### src/rtl/i2c_reg_sequencer_pkg.sv
// Shared encodings and the step-to-command table for the I2C register sequencer.
package i2c_reg_sequencer_pkg;

    // Byte-level command encoding understood by the I2C master.
    typedef enum logic [2:0] {
        k_START_CMD   = 3'd0,
        k_WRITE_CMD   = 3'd1,
        k_READ_CMD    = 3'd2,
        k_STOP_CMD    = 3'd3,
        k_RESTART_CMD = 3'd4
    } cmd_e;

    // Sequencer FSM states.
    typedef enum logic [2:0] {
        S_IDLE  = 3'd0,
        S_ISSUE = 3'd1,
        S_GUARD = 3'd2,
        S_WAIT  = 3'd3,
        S_RESP  = 3'd4
    } seq_state_e;

    localparam int unsigned STEP_W = 3;
    typedef logic [STEP_W-1:0] step_t;

    localparam step_t      WRITE_STOP_STEP = 3'd4;
    localparam step_t      READ_STOP_STEP  = 3'd6;
    // READ din bit0 tells the master this is the last byte, so it NACKs it.
    localparam logic [7:0] READ_LAST_DIN   = 8'h01;

    // Command issued at a given step of a register write or read.
    function automatic cmd_e step_cmd(input logic rnw, input step_t step);
        cmd_e cmd;
        cmd = k_STOP_CMD;
        if (rnw) begin
            case (step)
                3'd0:             cmd = k_START_CMD;
                3'd1, 3'd2, 3'd4: cmd = k_WRITE_CMD;
                3'd3:             cmd = k_RESTART_CMD;
                3'd5:             cmd = k_READ_CMD;
                default:          cmd = k_STOP_CMD;
            endcase
        end else begin
            case (step)
                3'd0:             cmd = k_START_CMD;
                3'd1, 3'd2, 3'd3: cmd = k_WRITE_CMD;
                default:          cmd = k_STOP_CMD;
            endcase
        end
        return cmd;
    endfunction

    // Byte handed to the master alongside the command of a given step.
    function automatic logic [7:0] step_din(input logic       rnw,
                                            input step_t      step,
                                            input logic [6:0] dev_addr,
                                            input logic [7:0] reg_addr,
                                            input logic [7:0] wdata);
        logic [7:0] din;
        din = 8'h00;
        case (step)
            3'd1: din = {dev_addr, 1'b0};
            3'd2: din = reg_addr;
            3'd3: din = rnw ? 8'h00 : wdata;
            3'd4: din = rnw ? {dev_addr, 1'b1} : 8'h00;
            3'd5: din = rnw ? READ_LAST_DIN : 8'h00;
            default: din = 8'h00;
        endcase
        return din;
    endfunction

    // Index of the STOP step, used as the jump target after a NACK.
    function automatic step_t stop_step(input logic rnw);
        return rnw ? READ_STOP_STEP : WRITE_STOP_STEP;
    endfunction

    // Byte commands complete with a done tick; the others only need m_ready.
    function automatic logic is_byte_cmd(input cmd_e cmd);
        return (cmd == k_WRITE_CMD) || (cmd == k_READ_CMD);
    endfunction

endpackage

### src/rtl/i2c_reg_sequencer.sv
// Expands one register read/write request into the I2C master's byte-level
// command stream and returns a single response with data, NACK and timeout.
module i2c_reg_sequencer
    import i2c_reg_sequencer_pkg::*;
#(
    parameter logic [15:0] TIMEOUT_CYCLES = 16'hFFFF
) (
    input  logic       clk,
    input  logic       rst_n,
    input  logic       req_valid,
    output logic       req_ready,
    input  logic       req_rnw,
    input  logic [6:0] req_dev_addr,
    input  logic [7:0] req_reg_addr,
    input  logic [7:0] req_wdata,
    output logic       rsp_valid,
    output logic [7:0] rsp_rdata,
    output logic       rsp_nack,
    output logic       rsp_timeout,
    output logic [2:0] m_cmd,
    output logic [7:0] m_din,
    output logic       m_write,
    input  logic       m_ready,
    input  logic       m_done_tick,
    input  logic       m_ack,
    input  logic [7:0] m_dout
);

    seq_state_e state_q, state_d;
    step_t      step_q, step_d;

    logic       rnw_q, rnw_d;
    logic [6:0] dev_q, dev_d;
    logic [7:0] reg_q, reg_d;
    logic [7:0] wdata_q, wdata_d;
    logic [7:0] rdata_q, rdata_d;
    logic       nack_q, nack_d;
    logic       timeout_q, timeout_d;
    logic       done_seen_q, done_seen_d;
    logic       ack_q, ack_d;
    cmd_e       cmd_q, cmd_d;
    logic [7:0] din_q, din_d;
    logic [15:0] wait_cnt_q;

    cmd_e       cur_cmd;
    logic [7:0] cur_din;
    logic       cur_byte;
    logic       timeout_hit;
    logic       done_now;
    logic       got_done;
    logic       ack_now;

    // Command and byte belonging to the current step.
    assign cur_cmd  = step_cmd(rnw_q, step_q);
    assign cur_din  = step_din(rnw_q, step_q, dev_q, reg_q, wdata_q);
    assign cur_byte = is_byte_cmd(cur_cmd);

    // Fires on the cycle that would bring the wait count up to the limit.
    assign timeout_hit = (({1'b0, wait_cnt_q} + 17'd1) >= {1'b0, TIMEOUT_CYCLES});

    assign rsp_rdata   = rdata_q;
    assign rsp_nack    = nack_q;
    assign rsp_timeout = timeout_q;

    // Next-state, datapath updates and master/requester strobes.
    always_comb begin
        // NOTE: every variable written here gets a default first, so no path
        // leaves one unassigned and no latch is inferred.
        state_d     = state_q;
        step_d      = step_q;
        rnw_d       = rnw_q;
        dev_d       = dev_q;
        reg_d       = reg_q;
        wdata_d     = wdata_q;
        rdata_d     = rdata_q;
        nack_d      = nack_q;
        timeout_d   = timeout_q;
        done_seen_d = done_seen_q;
        ack_d       = ack_q;
        cmd_d       = cmd_q;
        din_d       = din_q;
        req_ready   = (state_q == S_IDLE);
        rsp_valid   = 1'b0;
        m_write     = 1'b0;
        m_cmd       = cmd_q;
        m_din       = din_q;
        done_now    = 1'b0;
        got_done    = 1'b0;
        ack_now     = ack_q;

        case (state_q)
            S_IDLE: begin
                if (req_valid) begin
                    rnw_d       = req_rnw;
                    dev_d       = req_dev_addr;
                    reg_d       = req_reg_addr;
                    wdata_d     = req_wdata;
                    rdata_d     = 8'h00;
                    nack_d      = 1'b0;
                    timeout_d   = 1'b0;
                    ack_d       = 1'b0;
                    done_seen_d = 1'b0;
                    step_d      = '0;
                    state_d     = S_ISSUE;
                end
            end

            S_ISSUE: begin
                if (m_ready) begin
                    m_write     = 1'b1;
                    m_cmd       = cur_cmd;
                    m_din       = cur_din;
                    cmd_d       = cur_cmd;
                    din_d       = cur_din;
                    done_seen_d = 1'b0;
                    state_d     = S_GUARD;
                end else if (timeout_hit) begin
                    timeout_d = 1'b1;
                    state_d   = S_RESP;
                end
            end

            // The master drops m_ready only after seeing the strobe, so its
            // stale idle level is skipped for one cycle.
            S_GUARD: begin
                state_d = S_WAIT;
            end

            S_WAIT: begin
                done_now = m_done_tick && cur_byte;
                got_done = done_seen_q || done_now;
                if (done_now) begin
                    done_seen_d = 1'b1;
                    ack_now     = m_ack;
                    if (cur_cmd == k_WRITE_CMD) begin
                        ack_d = m_ack;
                    end else begin
                        rdata_d = m_dout;
                    end
                end
                if (m_ready && (!cur_byte || got_done)) begin
                    if (cur_cmd == k_STOP_CMD) begin
                        state_d = S_RESP;
                    end else if ((cur_cmd == k_WRITE_CMD) && ack_now) begin
                        nack_d  = 1'b1;
                        step_d  = stop_step(rnw_q);
                        state_d = S_ISSUE;
                    end else begin
                        step_d  = step_q + 3'd1;
                        state_d = S_ISSUE;
                    end
                end else if (timeout_hit) begin
                    timeout_d = 1'b1;
                    state_d   = S_RESP;
                end
            end

            S_RESP: begin
                rsp_valid = 1'b1;
                state_d   = S_IDLE;
            end

            default: begin
                state_d = S_IDLE;
            end
        endcase
    end

    // State register.
    always_ff @(posedge clk or negedge rst_n) begin
        // NOTE: non-blocking assignments so every register samples the values
        // from before the edge, regardless of block ordering.
        if (!rst_n) begin
            state_q <= S_IDLE;
        end else begin
            state_q <= state_d;
        end
    end

    // Request shadow, response and held master-command registers.
    always_ff @(posedge clk or negedge rst_n) begin
        if (!rst_n) begin
            step_q      <= '0;
            rnw_q       <= 1'b0;
            dev_q       <= 7'h00;
            reg_q       <= 8'h00;
            wdata_q     <= 8'h00;
            rdata_q     <= 8'h00;
            nack_q      <= 1'b0;
            timeout_q   <= 1'b0;
            done_seen_q <= 1'b0;
            ack_q       <= 1'b0;
            cmd_q       <= k_START_CMD;
            din_q       <= 8'h00;
        end else begin
            step_q      <= step_d;
            rnw_q       <= rnw_d;
            dev_q       <= dev_d;
            reg_q       <= reg_d;
            wdata_q     <= wdata_d;
            rdata_q     <= rdata_d;
            nack_q      <= nack_d;
            timeout_q   <= timeout_d;
            done_seen_q <= done_seen_d;
            ack_q       <= ack_d;
            cmd_q       <= cmd_d;
            din_q       <= din_d;
        end
    end

    // Per-command wait counter: clears on any state change, counts while
    // waiting on the master, and saturates instead of wrapping.
    always_ff @(posedge clk or negedge rst_n) begin
        if (!rst_n) begin
            wait_cnt_q <= 16'h0000;
        end else if (state_d != state_q) begin
            wait_cnt_q <= 16'h0000;
        end else if (((state_q == S_ISSUE) || (state_q == S_WAIT)) &&
                     (wait_cnt_q != 16'hFFFF)) begin
            wait_cnt_q <= wait_cnt_q + 16'd1;
        end
    end

endmodule
### config.mk
export PLATFORM = sky130hd
export DESIGN_NAME = i2c_reg_sequencer
export DESIGN_NICKNAME = d
export VERILOG_FILES = /design/src/rtl/i2c_reg_sequencer_pkg.sv /design/src/rtl/i2c_reg_sequencer.sv
export SDC_FILE = /design/constraint.sdc
export NUM_CORES = 1
export LEC_CHECK = 0
export ABC_AREA = 1
export BUFFER_PORTS_ARGS = -buffer_cell sky130_fd_sc_hd__buf_2
export CAP_MARGIN = 20
export CORE_AREA = 2 2 95 74
export CTS_BUF_LIST = sky130_fd_sc_hd__clkbuf_16
export DETAILED_ROUTE_END_ITERATION = 6
export DIE_AREA = 0 0 97 76
export GPL_TIMING_DRIVEN = 1
export PLACE_DENSITY = 0.94
export SLEW_MARGIN = 20
export SYNTH_ARGS = -nofsm -noshare
export SYNTH_HDL_FRONTEND = slang
export SYNTH_SLANG_ARGS = --single-unit
### constraint.sdc
create_clock -name clk -period 4.58 [get_ports clk]
set_input_delay 0 -clock clk [delete_from_list [all_inputs] [get_ports clk]]
set_output_delay 0 -clock clk [all_outputs]
set_load 0.02 [all_outputs]
* Word level (Yosys, flattened, before mapping)
Index checks and enable logic that the tools add are counted.
Widths: inputs -> output; s select.
** Word-level totals
- Flip-flop bits (word level) :: 69
- Input bits :: 38
- Word-level logic and storage cells :: 114
** Operators by class
- Add/subtract/negate cells :: 3
- Order comparisons :: 1
- Eq/ne operators :: 24
- Mux-type cells :: 49
- Reductions and logical operators :: 23
** Operators by type and width (count)
- $mux 8 :: 7
- $pmux 8 s5 :: 1
- $mux 3 :: 12
- $mux 16 :: 2
- $pmux 3 s4 :: 2
- $ne 2x2->1 const B :: 10
- $reduce_and 4->1 :: 5
- $eq 3x2->1 const B :: 6
- $add 16x1->17 const B :: 1
- $ge 17x16->1 const B :: 1
- $mux 1 :: 17
- $add 16x1->16 const B :: 1
- $ne 16x16->1 const B :: 1
- $pmux 8 s2 :: 1
- $eq 3x1->1 const B :: 3
- $eq 3x3->1 const B :: 3
- $logic_not 3->1 :: 2
- $pmux 1 s3 :: 2
- $pmux 3 s2 :: 1
- $reduce_or 3->1 :: 2
- $reduce_and 5->1 :: 1
- $logic_and 1x1->1 :: 4
- $logic_or 1x1->1 :: 4
- $pmux 1 s2 :: 2
- 8 further kinds :: 9

* Logic depth before layout (Yosys ltp)
- Word-level depth :: 14
- Mapped depth :: 20
- Mapped depth without buffers :: 19

* Worst setup path before layout
OpenSTA, ideal clock, no wires.
- Path type :: flip-flop to flip-flop
- From :: register step_q[2]
- To :: register wait_cnt_q[7]
- Setup time :: 0.080 ns
- Arrival time :: 2.348 ns
- Data required time :: 4.500 ns
- Setup slack :: 2.152 ns
- Cell stages (with the launch flop) :: 20
- Period minus slack after synthesis :: 2.428 ns
- Cell sequence :: dfrtp_1 inv_2 clkbuf_1 ha_1 buf_2 inv_1 nand3_1 nand2_1 nor2_1 nand2_2 nand2_2 nand2_2 nand2_2 nand2_2 nand2_1 nand2_1 nand3_2 nand2_2 buf_6 nor3_2
** On the way
- Longest elaborated chain between the ends :: 14
- Elaborated cells between the ends (all ways) :: 26
** RTL lines
- start, declared :: line i2c_reg_sequencer.sv:30 : step_t step_q, step_d;
- start signal, assigned :: line i2c_reg_sequencer.sv:196 : step_q <= step_d;
- $eq 3x3->1 (tied with other cells) :: line i2c_reg_sequencer_pkg.sv:35 : case (step)
- $reduce_or 3->1 (on tied branches) :: line i2c_reg_sequencer_pkg.sv:35, i2c_reg_sequencer_pkg.sv:43
- $pmux 3 s4 or $pmux 2 s2 (tied branches) :: line i2c_reg_sequencer_pkg.sv:35, i2c_reg_sequencer_pkg.sv:43
- $mux 3 (*) :: line i2c_reg_sequencer_pkg.sv:34 : if (rnw) begin
- $eq 3x1->1 or $eq 3x2->1 (tied branches) :: line i2c_reg_sequencer_pkg.sv:78 : return (cmd == k_WRITE_CMD) || (cmd == k_READ_CMD);
- $logic_or 1x1->1 :: line i2c_reg_sequencer_pkg.sv:78
- $logic_and 1x1->1 :: line i2c_reg_sequencer.sv:130 : done_now = m_done_tick && cur_byte;
- $logic_or 1x1->1 :: line i2c_reg_sequencer.sv:131 : got_done = done_seen_q || done_now;
- $logic_or 1x1->1 :: line i2c_reg_sequencer.sv:141 : if (m_ready && (!cur_byte || got_done)) begin
- $logic_and 1x1->1 :: line i2c_reg_sequencer.sv:141
- $mux 3 (*) :: line i2c_reg_sequencer.sv:141
- $pmux 3 s4 (*) :: line i2c_reg_sequencer.sv:91 : case (state_q)
- $ne 3x3->1 (*) :: line i2c_reg_sequencer.sv:216 : end else if (state_d != state_q) begin
- $mux 16 or $reduce_bool 2->1 (tied branches)
- end signal, assigned :: line i2c_reg_sequencer.sv:220 : wait_cnt_q <= wait_cnt_q + 16'd1;
- end, declared :: line i2c_reg_sequencer.sv:43 : logic [15:0] wait_cnt_q;
Mark *: on every way between the ends. The rest lies on a longest branch, timed or not.
A chain may end at the register's enable or synchronous reset.

* Worst setup path in the final report
- From :: register step_q[2]
- To :: register wait_cnt_q[10]
The elaborated chain is that of the path after synthesis.

==> run_results.csv <==
group,metric,value,unit
sta,hold_ws,63.0,ps
placed_design,pre_cts_slack,1830,ps
sta,period_minus_slack,2900,ps
setup_path,crit_buf_inv,4,
min_path,min_path_type,"in -> reg",
detailed_routing,drt-vias-per-instance,5.77,
clocking,root_buffer,"clkbuf_16",
clocking,cts_inserted_buffers,9,
floorplan,core_area,6540,um^2
placed_design,port-buffer-count,61,
setup_path,crit_path_max_fanout,16,
power_and_ir_drop,peakVddDrop,354,uV
grt,gr-usage-met3,0.0853,
sta,timing.final.ws_setup,1680,ps
detailed_routing,drt-initial-drc-count,354,
layout,final_nets,655,
grt,gr-total-overflow,0,
synthesis,netlist_area,3860,um^2
min_path,min_path_cells,3,
setup_path,end_kind,"flip-flop",
synthesis,synth-compound-area-share,0.0788,
setup_path,cpPeakStageDelay,470,ps
grt,antenna_found_initial,0,
grt,use_met2,0.492,
layout,antenna_cells,0,
detailed_routing,firstDrtPassIters,6,
detailed_routing,drt_wl_total,10900,um
setup_path,crit_type,"reg -> reg",
clocking,insertion_delay,330,ps
placed_design,dp_hpwl,7010,um
synthesis,syn_nets,563,
synthesis,synthSimpleGateAreaFrac,0.373,
sta,period_share,0.634,
synthesis,syn_avg_cell_area,7.46,um^2
floorplan,die_h,76,um
detailed_routing,detail_route.wl_per_cell,15.6,um
synthesis,synthAdderAreaFrac,0.0260,
power_and_ir_drop,cellPowerDensity,627,nW/um^2
detailed_routing,ant_nets,0,
sta,rsz0062_at_grt,"false",
layout,layout-drive-gt1-share,0.184,
sta,hold_viol,0,
outcome,status,"complete, no violations",
grt,track_usage,0.301,
setup_path,worst_r2r_path_depth,15,
sta,slew_headroom,0.426,
setup_path,required,4810,ps
synthesis,yosysSeqAreaShare,0.448,
setup_path,crit_top_cell,"nand2_2",
grt,top_usage_layer,"met2",
grt,grt_pass1_vias,3933,
setup_path,crit_arrival,3130,ps
layout,syn_to_final_growth,25.5,%
detailed_routing,drc_errors,0,
floorplan,dieArea,7370,um^2
run,max-cap-violations,0,
synthesis,synth_xor_area_frac,0.00227,
setup_path,startpoint_type,"flip-flop",
power_and_ir_drop,p_leak,2.54,nW
clocking,htreeDepth,3,
synthesis,synth_cells,517,
placed_design,gp_congestion,0.908,
grt,grt_max_degree,70,
synthesis,synth_top_family_by_area,"simple AND/OR/NAND/NOR gates",
floorplan,io_pins,62,
setup_path,critical_path_cell_count,15,
clocking,cts_tree,"done",
grt,grt_pass1_wl,17900,um
sta,skew,6.85,ps
detailed_routing,vias,4029,
synthesis,yosysWarnings,0,
synthesis,ys_seq_elements,69,
setup_path,crit_family,"simple AND/OR/NAND/NOR gates",
sta,setup-violations-final,0,
sta,tightestPinTransition,860,ps
grt,grt_util_met1,0.376,
clocking,cts_sinks,69,
setup_path,crit_chain,"inv_2 > ha_1 > inv_1 > nand4_1 > nand2_1 > inv_1 > nand2_2 > nand2_2 > nand2_2 > nand4_1 > nand2_1 > inv_1 > nand3_2 > nand2_2 > nor3_2",
synthesis,ys_types,31,
setup_path,cp_slowest_cell,"dfrtp_1",
sta,tns,0,ps
layout,layout_commonest_cell,"nand2_1",
sta,fmax,0.344,GHz
sta,maxSlewViolCount,0,
floorplan,rows,26,
clocking,path_clk_slew,60,ps
layout,layout_common_cells,"177 x nand2_1, 69 x dfrtp_1, 61 x buf_2",
floorplan,die_x,97,um
clocking,clockBufferDepth,2,
floorplan,initial_utilization,0.590,
synthesis,synth_mux_area_frac,0,
-- where the power goes --
group          internal, mW  switching [mW]
combinational         0.399           0.957
sequential            0.811           0.167
clock                 0.423           0.276
-- final cells by class --
type                       count  area, um^2
clock buffer                   9         225
clock inverter                 7        73.8
fill                         440        1700
inverter                      52         195
multi-input combinational    380        1850
sequential                    69        1730
tap                           84         105
timing repair buffer          97         661
-- cell usage after synthesis --
library cell / instances / area (um^2)
a21oi_1: 9 / 45.0
a31oi_1: 3 / 18.8
buf_2: 3 / 15.0
buf_4: 1 / 7.51
buf_6: 2 / 22.5
clkbuf_1: 10 / 37.5
clkinv_1: 1 / 3.75
dfrtp_1: 69 / 1730
ha_1: 8 / 100
inv_1: 49 / 184
inv_2: 2 / 7.51
nand2_1: 178 / 668
nand2_2: 10 / 62.6
nand3_1: 50 / 250
nand3_2: 2 / 20.0
nand3b_1: 3 / 22.5
nand4_1: 12 / 75.1
nor2_1: 32 / 120
nor2_2: 4 / 25.0
nor2_4: 4 / 45.0
nor3_1: 10 / 50.1
nor3_2: 10 / 100
o2111ai_1: 1 / 8.76
o211ai_1: 1 / 7.51
o21ai_0: 36 / 180
o21ai_1: 1 / 5.00
o21ai_2: 1 / 8.76
o21bai_1: 1 / 7.51
o22ai_1: 2 / 12.5
o32a_1: 1 / 10.0
xor2_1: 1 / 8.76
-- worst min-delay path, stage by stage --
cell and delay [ps]:
buf_2 130, nand4_1 110, nand3_2 90
-- worst paths after layout --
path | from | end | slack (ps)
max | step_q[2] | wait_cnt_q[10] | 1680
min | m_ready | state_q[2] | 60
max reg2reg | step_q[2] | wait_cnt_q[10] | 1680
min reg2reg | reg_q[1] | reg_q[1] | 490
max in group asynchronous | rst_n | din_q[2] | 3610
min in group asynchronous | rst_n | reg_q[2] | 390
-- metal layers --
layer	wire length (um)	vias to the layer above	share of wire
met1	4360	1874	0.40
met4	395	0	0.036
met2	5090	260	0.47
met3	1060	39	0.097
li1	-	1856	-
met5	0	-	0
-- repair_timing --
action | CTS | global route
hold endpoints to repair | 102 | 0
hold buffers | 34 | 0
gates resized for setup | 0 | 0
buffers inserted | 0 | 0
-- stage by stage --
step	area, um^2	util	power [mW]	std cells
global route	4840	0.740	3.22	698
CTS	4840	0.740	2.97	698
floorplan	3860	-	1.94	517
detailed placement	4200	0.642	2.23	648
global placement	4200	0.642	2.17	648
finish	4840	0.740	3.03	698
-- registers in the layout (all words and copies together) (netlist names), 3 cells and up --
signal and flops:
step_q 3, rsp_rdata 8, reg_q 8, state_q 3, wait_cnt_q 16, din_q 8
dev_q 7, wdata_q 8, cmd_q 3
-- cells by family after synthesis --
kind of cell | count (synthesis)
compound gates | 56
xor+xnor | 1
fa+ha+maj | 8
buf+inv | 68
flops | 69
simple gates | 315
(Power assumes the default switching activity.)
